## src/rtl/pe_sched_pkg.sv

```systemverilog
// Shared definitions for the PE_Group pass scheduler.
//  - State encoding for the scheduler FSM (IDLE=0, LOAD_W=1, FEED=2, DRAIN=3, FIN=4).
//  - cnt_width(): width of a beat counter that must hold values 0..size inclusive.
package pe_sched_pkg;

  localparam logic [2:0] ST_IDLE   = 3'd0;
  localparam logic [2:0] ST_LOAD_W = 3'd1;
  localparam logic [2:0] ST_FEED   = 3'd2;
  localparam logic [2:0] ST_DRAIN  = 3'd3;
  localparam logic [2:0] ST_FIN    = 3'd4;

  typedef enum logic [2:0] {
    IDLE   = ST_IDLE,
    LOAD_W = ST_LOAD_W,
    FEED   = ST_FEED,
    DRAIN  = ST_DRAIN,
    FIN    = ST_FIN
  } state_e;

  // A counter must reach 'size' itself (that value marks the phase as complete).
  function automatic int cnt_width(input int size);
    return (size < 1) ? 1 : $clog2(size + 1);
  endfunction

endpackage

```

## src/rtl/beat_counter.sv

```systemverilog
// Saturating beat counter for one scheduler phase.
// Ports:
//  clk, aclr_n  clock / asynchronous active-low reset
//  clear        synchronous clear (phase entry); wins over inc
//  inc          one beat handshaked this cycle
//  count        beats counted so far in this phase (0..Size)
//  last         count has reached Size; further incs are ignored
module beat_counter
  import pe_sched_pkg::*;
#(
  parameter int Size = 4,
  parameter int CntW = cnt_width(Size)
) (
  input  logic            clk,
  input  logic            aclr_n,
  input  logic            clear,
  input  logic            inc,
  output logic [CntW-1:0] count,
  output logic            last
);

  logic [CntW-1:0] count_q;
  logic [CntW-1:0] count_d;

  assign last  = (count_q == CntW'(Size));
  assign count = count_q;

  always_comb begin
    count_d = count_q;
    if (clear) begin
      count_d = '0;
    end else if (inc && !last) begin
      count_d = count_q + CntW'(1);
    end
  end

  always_ff @(posedge clk or negedge aclr_n) begin
    if (!aclr_n) begin
      count_q <= '0;
    end else begin
      count_q <= count_d;
    end
  end

endmodule

```

## src/rtl/pe_group_sched.sv

```systemverilog
// Pass scheduler in front of one PE_Group.
// Routes three source streams (W, I, O-in) and one sink stream onto the PE_Group ports,
// one phase at a time, counting beats per phase and repeating for cfg_passes passes.
// Ports:
//  clk, aclr_n                 clock / asynchronous active-low reset
//  cfg_start/passes/reuse_w    run request; config latched when start is taken in IDLE
//  cfg_abort                   synchronous abort from any non-IDLE state
//  busy, done, aborted         status (done/aborted are one-cycle pulses)
//  pass_idx                    current 0-based pass
//  src_W/I/O_*                 upstream sources (valid/data in, rdy out)
//  snk_*                       downstream result sink (valid/data out, rdy in)
//  W/I/O_DataIn*, O_DataOut*   PE_Group side of each stream
// Handshake: a beat transfers in a cycle where valid and rdy are both high. Valid never
// waits on rdy. Gates are combinational from registered state, so data is never delayed
// or modified; a closed gate forces both the PE-side valid and source-side rdy to 0.
module pe_group_sched
  import pe_sched_pkg::*;
#(
  parameter int DataWidth     = 32,
  parameter int W_PEGroupSize = 4,
  parameter int I_PEGroupSize = 7,
  parameter int O_PEGroupSize = 4,
  parameter int PassWidth     = 8
) (
  input  logic                 clk,
  input  logic                 aclr_n,
  input  logic                 cfg_start,
  input  logic [PassWidth-1:0] cfg_passes,
  input  logic                 cfg_reuse_w,
  input  logic                 cfg_abort,
  output logic                 busy,
  output logic                 done,
  output logic                 aborted,
  output logic [PassWidth-1:0] pass_idx,
  input  logic                 src_W_Valid,
  output logic                 src_W_Rdy,
  input  logic [DataWidth-1:0] src_W_Data,
  input  logic                 src_I_Valid,
  output logic                 src_I_Rdy,
  input  logic [DataWidth-1:0] src_I_Data,
  input  logic                 src_O_Valid,
  output logic                 src_O_Rdy,
  input  logic [DataWidth-1:0] src_O_Data,
  output logic                 snk_Valid,
  input  logic                 snk_Rdy,
  output logic [DataWidth-1:0] snk_Data,
  output logic                 W_DataInValid,
  input  logic                 W_DataInRdy,
  output logic [DataWidth-1:0] W_DataIn,
  output logic                 I_DataInValid,
  input  logic                 I_DataInRdy,
  output logic [DataWidth-1:0] I_DataIn,
  output logic                 O_DataInValid,
  input  logic                 O_DataInRdy,
  output logic [DataWidth-1:0] O_DataIn,
  input  logic                 O_DataOutValid,
  output logic                 O_DataOutRdy,
  input  logic [DataWidth-1:0] O_DataOut
);

  localparam int WCW = cnt_width(W_PEGroupSize);
  localparam int ICW = cnt_width(I_PEGroupSize);
  localparam int OCW = cnt_width(O_PEGroupSize);

  state_e               state_q, state_d;
  logic [PassWidth-1:0] passes_q, passes_d;
  logic [PassWidth-1:0] pass_idx_q, pass_idx_d;
  logic                 reuse_q, reuse_d;
  logic                 busy_q, busy_d;
  logic                 done_q, done_d;
  logic                 aborted_q, aborted_d;

  logic           abort_now;
  logic           gate_w, gate_i, gate_oi, gate_d;
  logic           w_fire, i_fire, oi_fire, d_fire;
  logic           w_last, i_last, oi_last, d_last;
  logic [WCW-1:0] w_cnt;
  logic [ICW-1:0] i_cnt;
  logic [OCW-1:0] oi_cnt, d_cnt;
  logic           w_hit, i_hit, oi_hit, d_hit;
  logic           clear_cnt;
  logic [PassWidth:0] pass_next_w;
  logic           pass_more;

  assign abort_now = cfg_abort && (state_q != IDLE);

  // Gating: a phase's stream is open only in its state, until its count is reached,
  // and never in an abort cycle (a beat there would otherwise be lost uncounted).
  assign gate_w  = (state_q == LOAD_W) && !w_last  && !abort_now;
  assign gate_i  = (state_q == FEED)   && !i_last  && !abort_now;
  assign gate_oi = (state_q == FEED)   && !oi_last && !abort_now;
  assign gate_d  = (state_q == DRAIN)  && !d_last  && !abort_now;

  assign W_DataInValid = gate_w  & src_W_Valid;
  assign src_W_Rdy     = gate_w  & W_DataInRdy;
  assign W_DataIn      = src_W_Data;
  assign I_DataInValid = gate_i  & src_I_Valid;
  assign src_I_Rdy     = gate_i  & I_DataInRdy;
  assign I_DataIn      = src_I_Data;
  assign O_DataInValid = gate_oi & src_O_Valid;
  assign src_O_Rdy     = gate_oi & O_DataInRdy;
  assign O_DataIn      = src_O_Data;
  assign snk_Valid     = gate_d  & O_DataOutValid;
  assign O_DataOutRdy  = gate_d  & snk_Rdy;
  assign snk_Data      = O_DataOut;

  // Beats are counted on the PE-side handshake only.
  assign w_fire  = W_DataInValid & W_DataInRdy;
  assign i_fire  = I_DataInValid & I_DataInRdy;
  assign oi_fire = O_DataInValid & O_DataInRdy;
  assign d_fire  = snk_Valid & snk_Rdy;

  // "hit" = the phase's count is reached by the end of this cycle.
  assign w_hit  = w_fire && (w_cnt == WCW'(W_PEGroupSize - 1));
  assign i_hit  = i_last  || (i_fire  && (i_cnt  == ICW'(I_PEGroupSize - 1)));
  assign oi_hit = oi_last || (oi_fire && (oi_cnt == OCW'(O_PEGroupSize - 1)));
  assign d_hit  = d_fire && (d_cnt == OCW'(O_PEGroupSize - 1));

  assign pass_next_w = {1'b0, pass_idx_q} + {{PassWidth{1'b0}}, 1'b1};
  assign pass_more   = pass_next_w < {1'b0, passes_q};

  // Every state change is a phase entry, so all counters restart from zero.
  assign clear_cnt = (state_d != state_q);

  beat_counter #(.Size(W_PEGroupSize)) u_cnt_w (
    .clk(clk), .aclr_n(aclr_n), .clear(clear_cnt), .inc(w_fire), .count(w_cnt), .last(w_last)
  );
  beat_counter #(.Size(I_PEGroupSize)) u_cnt_i (
    .clk(clk), .aclr_n(aclr_n), .clear(clear_cnt), .inc(i_fire), .count(i_cnt), .last(i_last)
  );
  beat_counter #(.Size(O_PEGroupSize)) u_cnt_oi (
    .clk(clk), .aclr_n(aclr_n), .clear(clear_cnt), .inc(oi_fire), .count(oi_cnt), .last(oi_last)
  );
  beat_counter #(.Size(O_PEGroupSize)) u_cnt_d (
    .clk(clk), .aclr_n(aclr_n), .clear(clear_cnt), .inc(d_fire), .count(d_cnt), .last(d_last)
  );

  always_comb begin
    state_d    = state_q;
    passes_d   = passes_q;
    pass_idx_d = pass_idx_q;
    reuse_d    = reuse_q;
    done_d     = 1'b0;
    aborted_d  = 1'b0;
    if (abort_now) begin
      state_d    = IDLE;
      pass_idx_d = '0;
      aborted_d  = 1'b1;
    end else begin
      case (state_q)
        IDLE: begin
          if (cfg_start) begin
            passes_d   = cfg_passes;
            reuse_d    = cfg_reuse_w;
            pass_idx_d = '0;
            if (cfg_passes != '0) begin
              state_d = LOAD_W;
            end else begin
              done_d = 1'b1;
            end
          end
        end
        LOAD_W: begin
          if (w_hit) state_d = FEED;
        end
        FEED: begin
          if (i_hit && oi_hit) state_d = DRAIN;
        end
        DRAIN: begin
          if (d_hit) begin
            if (pass_more) begin
              pass_idx_d = pass_next_w[PassWidth-1:0];
              state_d    = reuse_q ? FEED : LOAD_W;
            end else begin
              state_d = FIN;
              // done is high for exactly the FIN cycle
              done_d  = 1'b1;
            end
          end
        end
        FIN: begin
          state_d = IDLE;
        end
        default: begin
          state_d = IDLE;
        end
      endcase
    end
    busy_d = (state_d != IDLE);
  end

  always_ff @(posedge clk or negedge aclr_n) begin
    if (!aclr_n) begin
      state_q    <= IDLE;
      passes_q   <= '0;
      pass_idx_q <= '0;
      reuse_q    <= 1'b0;
      busy_q     <= 1'b0;
      done_q     <= 1'b0;
      aborted_q  <= 1'b0;
    end else begin
      state_q    <= state_d;
      passes_q   <= passes_d;
      pass_idx_q <= pass_idx_d;
      reuse_q    <= reuse_d;
      busy_q     <= busy_d;
      done_q     <= done_d;
      aborted_q  <= aborted_d;
    end
  end

  assign busy     = busy_q;
  assign done     = done_q;
  assign aborted  = aborted_q;
  assign pass_idx = pass_idx_q;

endmodule

```

## config.mk

```make
export PLATFORM = sky130hd
export DESIGN_NAME = pe_group_sched
export DESIGN_NICKNAME = d
export VERILOG_FILES = /design/src/rtl/pe_sched_pkg.sv /design/src/rtl/beat_counter.sv /design/src/rtl/pe_group_sched.sv
export SDC_FILE = /design/constraint.sdc
export NUM_CORES = 1
export LEC_CHECK = 0
export CAP_MARGIN = 5
export CORE_AREA = 2 2 116 118
export CTS_CLUSTER_SIZE = 30
export DETAILED_ROUTE_END_ITERATION = 7
export DIE_AREA = 0 0 118 120
export PLACE_DENSITY = 0.7
export SETUP_SLACK_MARGIN = 0.4
export SLEW_MARGIN = 40
export SYNTH_ARGS = -nofsm -noshare
export SYNTH_HDL_FRONTEND = slang
export SYNTH_HIERARCHICAL = 1
export SYNTH_SLANG_ARGS = --single-unit
export TNS_END_PERCENT = 5
```

## constraint.sdc

```tcl
create_clock -name clk -period 8.8 [get_ports clk]
set_input_delay 2.64 -clock clk [delete_from_list [all_inputs] [get_ports clk]]
set_output_delay 2.64 -clock clk [all_outputs]
set_load 0.05 [all_outputs]
```

# ---- Yosys cells after proc, flatten, opt, wreduce, memory -nomap -nowiden
# Index checks and enable logic that the tools add are counted.
dict set report totals {
  reg_bits 35
  inputBits 149
  output_inout_bits 147
}
dict set report classes {
  n_eq_ne 15
  n_addsub 5
  mux 29
  n_reduce_logical 36
  n_lt_le_gt_ge 1
  bitwise 13
}
# operator count
set ops {}
lappend ops {{3-bit two-way mux} 15}
lappend ops {{8-bit two-way mux} 4}
lappend ops {{1-bit logical AND} 18}
lappend ops {{8-bit case mux with 2 select lines} 1}
lappend ops {{3-bit by 2-bit == test with 1-bit output, second input constant} 5}
lappend ops {{3-bit == test, second input constant} 5}
lappend ops {{3-bit by 1-bit adder with 3-bit output, second input constant} 4}
lappend ops {{1-bit AND} 12}
lappend ops {{3-bit case mux with 4 select lines} 1}
lappend ops {{8-bit by 1-bit adder with 9-bit output, second input constant} 1}
lappend ops {{9-bit by 8-bit less-than comparator with 1-bit output} 1}
lappend ops {{3-bit != test, second input constant} 3}
lappend ops {{3-bit nonzero test} 3}
lappend ops {{2-bit nonzero test} 4}
lappend ops {{8-bit nonzero test} 1}
lappend ops {{1-bit two-way mux} 6}
lappend ops {{1-bit zero test} 5}
lappend ops {{4-bit AND reduction} 1}
lappend ops {{3-bit by 1-bit == test with 1-bit output, second input constant} 1}
lappend ops {{3-bit zero test} 1}
lappend ops {{3-bit != test} 1}
lappend ops {{3-bit AND reduction} 1}
lappend ops {{1-bit logical OR} 2}
lappend ops {{2-bit two-way mux} 1}
lappend ops {{2 further kinds} 2}

# ---- Logic depth before layout (Yosys ltp)
# Gate-level depths: netlist of run 1.
dict set report depth {
  ltp_word 14
  depth_mapped 13
  depth_no_buf 13
}

# ---- Cells and area by module
# Netlist of run 1, hierarchy kept.
# mod instances area_per_inst_um2 seq_area_each_um2 cells_per_inst
set modules_own_cells {}
lappend modules_own_cells {pe_group_sched 1 2492.4 575.6 298}
lappend modules_own_cells {{beat_counter (u_cnt_d ...)} 3 192.7 75.1 18}
lappend modules_own_cells {{beat_counter (u_cnt_i)} 1 183.9 75.1 15}

# ---- Worst setup path before layout of run 1
# OpenSTA, ideal clock, no wires.
dict set report synth_timing {
  kind {input-to-output}
  startpoint {in cfg_abort}
  endpoint {out src_W_Rdy}
  arrival_ns 4.463
  path_buffers 1
  path_slack_ns 1.697
  cell_stages 3
  path_cell_list {buf_6 -> or4b_1 -> nor3b_1}
}
dict set report synth_via {
  elab_chain_cells 4
}
# element line
set synth_rtl {}
lappend synth_rtl {{start: declaration} pe_group_sched.sv:30} ;# input logic cfg_abort,
lappend synth_rtl {{1-bit logical AND} pe_group_sched.sv:85} ;# assign abort_now = cfg_abort && (state_q != IDLE);
lappend synth_rtl {{1-bit zero test} pe_group_sched.sv:89} ;# assign gate_w = (state_q == LOAD_W) && !w_last && !abort_now;
lappend synth_rtl {{1-bit logical AND} pe_group_sched.sv:89}
lappend synth_rtl {{1-bit AND} pe_group_sched.sv:95} ;# assign src_W_Rdy = gate_w & W_DataInRdy;
lappend synth_rtl {{end: declaration} pe_group_sched.sv:36} ;# output logic src_W_Rdy,
# No other way between the ends.

# ---- Final worst setup path of run 1
dict set report layout_timing {
  startpoint {in cfg_abort}
  endpoint {out I_DataInValid}
}
dict set report layout_via {
  elab_chain_cells 4
}
# element line
set layout_rtl {}
lappend layout_rtl {{1-bit logical AND} pe_group_sched.sv:85}
lappend layout_rtl {{1-bit zero test} pe_group_sched.sv:90} ;# assign gate_i = (state_q == FEED) && !i_last && !abort_now;
lappend layout_rtl {{1-bit logical AND} pe_group_sched.sv:90}
lappend layout_rtl {{1-bit AND} pe_group_sched.sv:97} ;# assign I_DataInValid = gate_i & src_I_Valid;
lappend layout_rtl {{end: declaration} pe_group_sched.sv:50} ;# output logic I_DataInValid,
# No other way between the ends.

==> results of run 1 <==
-- placed cells by master (no fill, tap or decap), drive strengths merged --
master          n
a31oi           4
a21oi           4
and3            2
nand4b          2
a21o            3
nand3b          2
and2            6
o21a            2
a311oi          1
and4b           3
nor4b           2
nor4            5
nand3          16
clkdlybuf4s50  39
o211ai          1
o21ai          12
o2111ai         1
nor3            6
mux2i           8
buf             3
a31o            1
xnor2           3
nand4bb         2
nor2           21
or2             1
inv            18
nand2          16
ha             16
a41o            1
nand2b         11
dfrtp          35
nor3b           2
or4b            3
o31a            1
a221o           1
xor2            3
clkbuf          8
mux2            7
nor2b           5
a21boi          5
-- per-layer routing --
layer  wire length, um  track usage
met1              2690        0.104
met2              3180        0.158
met3               548       0.0366
met4               321       0.0648
met5                 0            0
-- registers in the layout (all words and copies together) (netlist names), 3 cells and up --
signal	cells
pass_idx	8
passes_q	8
state_q	3
u_cnt_d/count	3
u_cnt_i/count	3
u_cnt_oi/count	3
u_cnt_w/count	3
-- worst paths after layout --
path	start	endpoint	slack [ns]	depth (start not counted)
worst max-delay path	cfg_abort	I_DataInValid	0.95	5
worst min-delay path	passes_q[0]$_DFFE_PN0P_	passes_q[0]$_DFFE_PN0P_	0.51	1
worst max register to register	pass_idx[0]$_DFFE_PN0P_	u_cnt_oi/count[0]$_DFFE_PN0P_	5.08	14
worst min register to register	passes_q[0]$_DFFE_PN0P_	passes_q[0]$_DFFE_PN0P_	0.51	1
max in group asynchronous	aclr_n	busy$_DFF_PN0_	5.69	2
min in group asynchronous	aclr_n	passes_q[4]$_DFFE_PN0P_	2.78	2
-- metrics by stage --
step | setup WS, ns | hold WS (ns) | cells | power [mW] | cell area, um2
CTS | 0.960 | 0.514 | 458 | 0.585 | 3040
global route | 0.912 | 0.545 | 458 | 0.612 | 3040
global placement | 1.00 | 0.495 | 450 | 0.387 | 2890
finish | 0.954 | 0.513 | 458 | 0.575 | 3040
detailed placement | 0.983 | 0.502 | 450 | 0.397 | 2890
floorplan | 1.70 | 0.475 | 367 | 0.488 | 3250
-- cells by family after synthesis --
family | Yosys count | share of synthesized area
DFF | 35 | 0.269
and+or+nand+nor | 105 | 0.191
xor gates and xnor gates | 6 | 0.0162
adders and majority gates | 16 | 0.0615
muxes | 15 | 0.0534
AOI/OAI and AO/OA | 37 | 0.0800
buffers and inverters | 153 | 0.329
-- area by class of cell --
type / count / area (um2)
Sequential cell: 35 / 876
Fill cell: 1414 / 9940
Inverter: 18 / 67.6
Clock buffer: 8 / 156
Multi-Input combinational cell: 179 / 1310
Timing Repair Buffer: 42 / 413
Tap cell: 176 / 220
-- power by group --
part	leakage, nW	total, mW	internal, mW	switching, mW
registers	0.468	0.207	0.188	0.0190
clock network	0.0772	0.185	0.120	0.0648
logic	0.752	0.183	0.0787	0.104
==> metrics.csv, run 1 <==
metric,value,unit
status,"finished, final reports clean",
path_common_cell,clkdlybuf4s50_1,
synthTopCellsByArea,"buf_4 30%, dfrtp_1 27%, ha_1 6.2%",
fin_crit,7.85,ns
critical-path-top-delay-family,buffers and inverters,
worst-path-buf-inv,2,
initial_core_util,0.251,
finalSetupViolCount,0,
core_area,13000,um2
maxCapViolCount,0,
die_h,120,um
path_cells,clkdlybuf4s50_1 -> or4b_1 -> or2_2 -> nor2_1 -> clkdlybuf4s50_1,
synth.avg_cell_area,8.87,um2
clock_sinks,35,
critPathRequiredTime,6.16,ns
crit_type,in2out,
drive_gt1_frac,0.103,
area_growth,-6.54,%
cp_max_fo,9,
n_antenna_cell,0,
synthArstFlopShare,1.00,
slew_headroom,0.638,
antenna_found_initial,0,
synth_flop_cell,dfrtp_1,
io_buffer_count,39,
drv_slew,0,
yosysUniqueCellTypes,48,
io-pin-count,296,
hold_viol,0,
postLayoutCoreUtil,0.234,
ctsRootBufferMaster,clkbuf_16,
post-dp-hpwl,5230,um
layout.nets,446,
synthesis.area,3250,um2
synth_most_common_cell,buf_4,
wl_per_cell,14.7,um
h-tree-depth,2,
clk_pin_slew,0.05,ns
grt_overflow,0,
synth_enable_flop_cells,0,
cts_hold_buf,0,
min_period_over_period,0.892,
die_w,118,um
cts_buffers,5,
remaining_drc_errors,0,
ctsResizeCount,0,
start_kind,input port,
totalWireLength,6740,um
postCtsSetupRepairBufs,0,
via_per_inst,4.47,
cts_buffer_depth,2,
fmax,127,MHz
core.rowCount,42,
synthCells,367,
cts_tree,built,
ys_ff_latch,35,
ys_warn_count,6,
critPathMaxStageDelay,0.81,ns
dieArea,14200,um2
grt_max_degree,36,
drt-initial-drc-count,151,
worstMarginPinSlew,0.539,ns
synth_fp_nets,532,
drt_first_pass_iters,4,
skew,0.00414,ns
holdCritPathClass,reg2reg,
netlist.area_leader.share,0.295,
synth_largest_area_cell,buf_4,
slowest_stage,clkdlybuf4s50_1,
first_global_vias,2103,
synthTopCellsByCount,"128 x buf_4, 35 x dfrtp_1, 19 x nor2_1",
grt_setup_unrepaired,false,
clock_latency,0.28,ns
grt_first_pass_wirelength,10900,um
worstSetupEndpointType,primary output,
setup-tns-final,0,ns
pwr_density_cell,189,nW/um2
final_antenna_net_count,0,
synth-seq-area-share,0.269,
leakage,1.30,nW
vias,2048,
vdd.ir_drop.worst,0.0718,mV
critical_path_arrival,5.21,ns
globalRouteTotalUtil,0.0966,
place.gp.congestion,0.788,
Note: power is estimated with default switching activity, not from simulation.
==> run 2, diff against run 1 <==
Settings changed: CORE_AREA 2 2 116 118 to 2 2 114 116, DIE_AREA 0 0 118 120 to 0 0 116 118, PLACE_DENSITY 0.7 to 0.72.
==> metrics.csv, run 2 (synthesis gave the netlist of run 1 again) <==
metric,value,unit
status,"finished, final reports clean",
maxCapViolCount,0,
grt_first_pass_wirelength,10100,um
crit_type,in2out,
drt_first_pass_iters,4,
dp.cells,447,
layout.nets,447,
clock_latency,0.28,ns
wl_per_cell,13.7,um
drive_gt1_frac,0.102,
setup-tns-final,0,ns
core_area,12400,um2
reg2regPathDepth,14,
postCtsSetupRepairBufs,0,
via_per_inst,4.50,
holdCritPathClass,reg2reg,
n_antenna_cell,0,
finalSetupViolCount,0,
first_global_vias,2070,
post-route-cell-area,3030,um2
critPathRequiredTime,6.16,ns
vdd.ir_drop.worst,0.0756,mV
totalWireLength,6240,um
min_period_over_period,0.874,
leakage,1.29,nW
hold_depth,1,
fmax,130,MHz
drv_slew,0,
path_cells,clkdlybuf4s50_1 -> buf_4 -> or4b_1 -> or2_2 -> nor2_1 -> clkdlybuf4s50_1,
post-dp-hpwl,4770,um
final_common_cell,clkdlybuf4s50_1,
grt_setup_unrepaired,false,
cts_tree,built,
pwr_density_cell,185,nW/um2
slowest_stage,clkdlybuf4s50_1,
power,0.559,mW
p_int,0.372,mW
ctsRootBufferMaster,clkbuf_16,
io-pin-count,296,
area_growth,-7.04,%
fin_cells,455,
final_antenna_net_count,0,
pre_cts_slack,1.12,ns
path_common_cell,clkdlybuf4s50_1,
die_h,118,um
remaining_drc_errors,0,
switchingPower,0.187,mW
clk_pin_slew,0.05,ns
fin_hold_ws,0.519,ns
antenna_found_initial,0,
h-tree-depth,2,
cts_buffer_depth,2,
drt-initial-drc-count,83,
slew_headroom,0.645,
die_w,116,um
vias,2048,
grt_overflow,0,
dieArea,13700,um2
layout_setup_ws,1.11,ns
cts_buffers,5,
core.rowCount,41,
hold_viol,0,
final_cell_mix,"39 x clkdlybuf4s50_1, 35 x dfrtp_1, 19 x nor2_1",
start_kind,input port,
place.gp.congestion,0.834,
skew,0.00422,ns
seq_power_share,0.370,
postLayoutCoreUtil,0.244,
cts_hold_buf,0,
worstMarginPinSlew,0.530,ns
cp_max_fo,9,
io_buffer_count,39,
globalRouteTotalUtil,0.0919,
p_comb_frac,0.324,
rrSetupSlack,4.83,ns
ctsResizeCount,0,
placed_area,2890,um2
critical_path_arrival,5.05,ns
clock_sinks,35,
p_clk_frac,0.306,
grt_max_degree,36,
initial_core_util,0.262,
fin_crit,7.69,ns
swShare,0.335,
worstSetupEndpointType,primary output,
critPathMaxStageDelay,0.80,ns
[run 2: cell count changes in the layout (fill, tap and decap cells not counted), sizes merged]
cell / delta
buf: +1
clkbuf: -1
clkinv: +1
[run 2: critical path: cells and delay by family]
family                 cells  cell delay (ns)
and+or+nand+nor            3             1.04
buffers and inverters      3             1.36
[run 2: routing by layer]
metal,up-vias,global-route usage,share of wire
li1,930,-,-
met1,958,0.111,0.44
met2,113,0.134,0.42
met3,47,0.0381,0.095
met4,0,0.0558,0.051
met5,-,0,0
[run 2: path summary, 6_finish.rpt]
check                                         from                       endpoint
setup reg to reg           pass_idx[0]$_DFFE_PN0P_  u_cnt_oi/count[0]$_DFFE_PN0P_
setup / recovery                         cfg_abort                  I_DataInValid
min in group asynchronous                   aclr_n        passes_q[0]$_DFFE_PN0P_
hold / removal             passes_q[0]$_DFFE_PN0P_        passes_q[0]$_DFFE_PN0P_
hold reg to reg            passes_q[0]$_DFFE_PN0P_        passes_q[0]$_DFFE_PN0P_
max in group asynchronous                   aclr_n   u_cnt_w/count[2]$_DFFE_PN0P_
[run 2: final cells by class]
cell class | count | area (um2)
Inverter | 18 | 67.6
Multi-Input combinational cell | 179 | 1310
Fill cell | 1362 | 9390
Sequential cell | 35 | 876
Timing Repair Buffer | 43 | 420
Tap cell | 172 | 215
Clock buffer | 7 | 133
Clock inverter | 1 | 5.00
[run 2: power groups by stage]
stage | clock network, mW | registers, mW | logic (mW)
2_1_floorplan | 0 | 0.212 | 0.276
3_3_place_gp | 0 | 0.210 | 0.174
3_5_place_dp | 0 | 0.210 | 0.183
4_1_cts | 0.174 | 0.207 | 0.184
5_1_grt | 0.179 | 0.211 | 0.204
6_report | 0.171 | 0.207 | 0.181
==> run 3, diff against run 2 <==
Clock period 8.8 ns to 9.75 ns, I/O delays scaled along.
==> metrics.csv, run 3 (synthesis gave the netlist of run 1 again) <==
metric,value,unit
status,"finished, final reports clean",
n_antenna_cell,0,
cp_max_fo,9,
grt_overflow,0,
grt_setup_unrepaired,false,
grt_first_pass_wirelength,10200,um
drt_first_pass_iters,4,
cts_buffer_depth,2,
drive_gt1_frac,0.0993,
die_h,118,um
post-route-cell-area,3020,um2
cts_hold_buf,0,
drt-initial-drc-count,133,
clock_sinks,35,
grt_max_degree,36,
critPathRequiredTime,6.83,ns
first_global_vias,2062,
totalWireLength,6370,um
layout.nets,446,
cts_buffers,5,
met2_usage,0.133,
leakage,1.29,nW
slew_headroom,0.630,
drv_slew,0,
globalRouteTotalUtil,0.0935,
final_antenna_net_count,0,
final_common_cell,clkdlybuf4s50_1,
pwr_density_cell,167,nW/um2
ctsResizeCount,0,
finalSetupViolCount,0,
setup-tns-final,0,ns
fin_crit,8.36,ns
critical_path_arrival,5.44,ns
remaining_drc_errors,0,
clock_latency,0.28,ns
reg2regPathDepth,14,
path_cells,clkdlybuf4s50_1 -> or4b_1 -> or2_2 -> nor2_1 -> clkdlybuf4s50_1,
final_cell_mix,"39 x clkdlybuf4s50_1, 35 x dfrtp_1, 19 x nor2_1",
h-tree-depth,2,
place.gp.congestion,0.826,
hold_viol,0,
worstMarginPinSlew,0.553,ns
core_area,12400,um2
worstSetupEndpointType,primary output,
hold_depth,1,
gr-usage-met1,0.116,
placed_area,2880,um2
busiest_layer,met2,
start_kind,input port,
crit_type,in2out,
initial_core_util,0.262,
clk_pin_slew,0.06,ns
wl_per_cell,14.0,um
antenna_found_initial,0,
fmax,120,MHz
critical-path-top-delay-family,buffers and inverters,
slowest_stage,clkdlybuf4s50_1,
post-dp-hpwl,4880,um
critPathMaxStageDelay,0.80,ns
maxCapViolCount,0,
ctsRootBufferMaster,clkbuf_16,
postCtsSetupRepairBufs,0,
worst-path-buf-inv,2,
fill_cells,1371,
cts_tree,built,
die_w,116,um
dieArea,13700,um2
io-pin-count,296,
area_growth,-7.27,%
path_common_cell,clkdlybuf4s50_1,
min_period_over_period,0.858,
io_buffer_count,39,
skew,0.00317,ns
holdCritPathClass,reg2reg,
via_per_inst,4.53,
vdd.ir_drop.worst,0.0721,mV
vias,2055,
core.rowCount,41,
cp.depth,5,
use_met3,0.0366,
## run 3: final timing paths
kind,startpoint,slack (ns),end
worst max-delay path,cfg_abort,1.39,I_DataInValid
worst min-delay path,passes_q[0]$_DFFE_PN0P_,0.54,passes_q[0]$_DFFE_PN0P_
worst max register to register,pass_idx[0]$_DFFE_PN0P_,5.80,u_cnt_oi/count[0]$_DFFE_PN0P_
worst min register to register,passes_q[0]$_DFFE_PN0P_,0.54,passes_q[0]$_DFFE_PN0P_
max in group asynchronous,aclr_n,6.36,u_cnt_d/count[2]$_DFFE_PN0P_
min in group asynchronous,aclr_n,3.06,passes_q[0]$_DFFE_PN0P_
## run 3: layout make-up
type | count | area [um2] | share of cell area
clock buffer | 7 | 133 | 0.0439
clock inverter | 1 | 5.00 | 0.00166
inverter | 18 | 67.6 | 0.0224
multi-input combinational | 179 | 1310 | 0.434
sequential | 35 | 876 | 0.290
tap | 172 | 215 | 0.0713
timing repair buffer | 42 | 413 | 0.137
## run 3: per-layer routing
metal,up-vias,part of all wire
met5,-,0
li1,927,-
met4,0,0.051
met3,48,0.097
met1,965,0.44
met2,115,0.41
## run 3: through the flow
step / hold slack [ns] / power, mW / std cells / utilization / setup slack (ns)
2_1_floorplan: 0.475 / 0.440 / 367 / - / 2.08
3_3_place_gp: 0.505 / 0.347 / 446 / 0.232 / 1.42
3_5_place_dp: 0.535 / 0.355 / 446 / 0.232 / 1.42
4_1_cts: 0.548 / 0.510 / 454 / 0.243 / 1.39
5_1_grt: 0.560 / 0.539 / 454 / 0.243 / 1.29
6_report: 0.544 / 0.505 / 454 / 0.243 / 1.39
## run 3: worst reg2reg max path: stages, from the launching register on
cell	delay [ns]
dfrtp_1	0.45
ha_1	0.28
nand3_1	0.14
nor2_1	0.28
xor2_1	0.19
ha_1	0.26
and3_1	0.17
a221o_1	0.31
a31oi_1	0.29
nand3_1	0.14
a31oi_1	0.24
mux2i_1	0.46
buf_4	0.28
nor2b_1	0.08
mux2_4	0.27
## run 3: power by group
group	internal (mW)	leakage, nW	switching [mW]
clock network	0.0944	0.0679	0.0593
logic	0.0707	0.752	0.0924
registers	0.170	0.468	0.0183
total	0.335	1.29	0.170
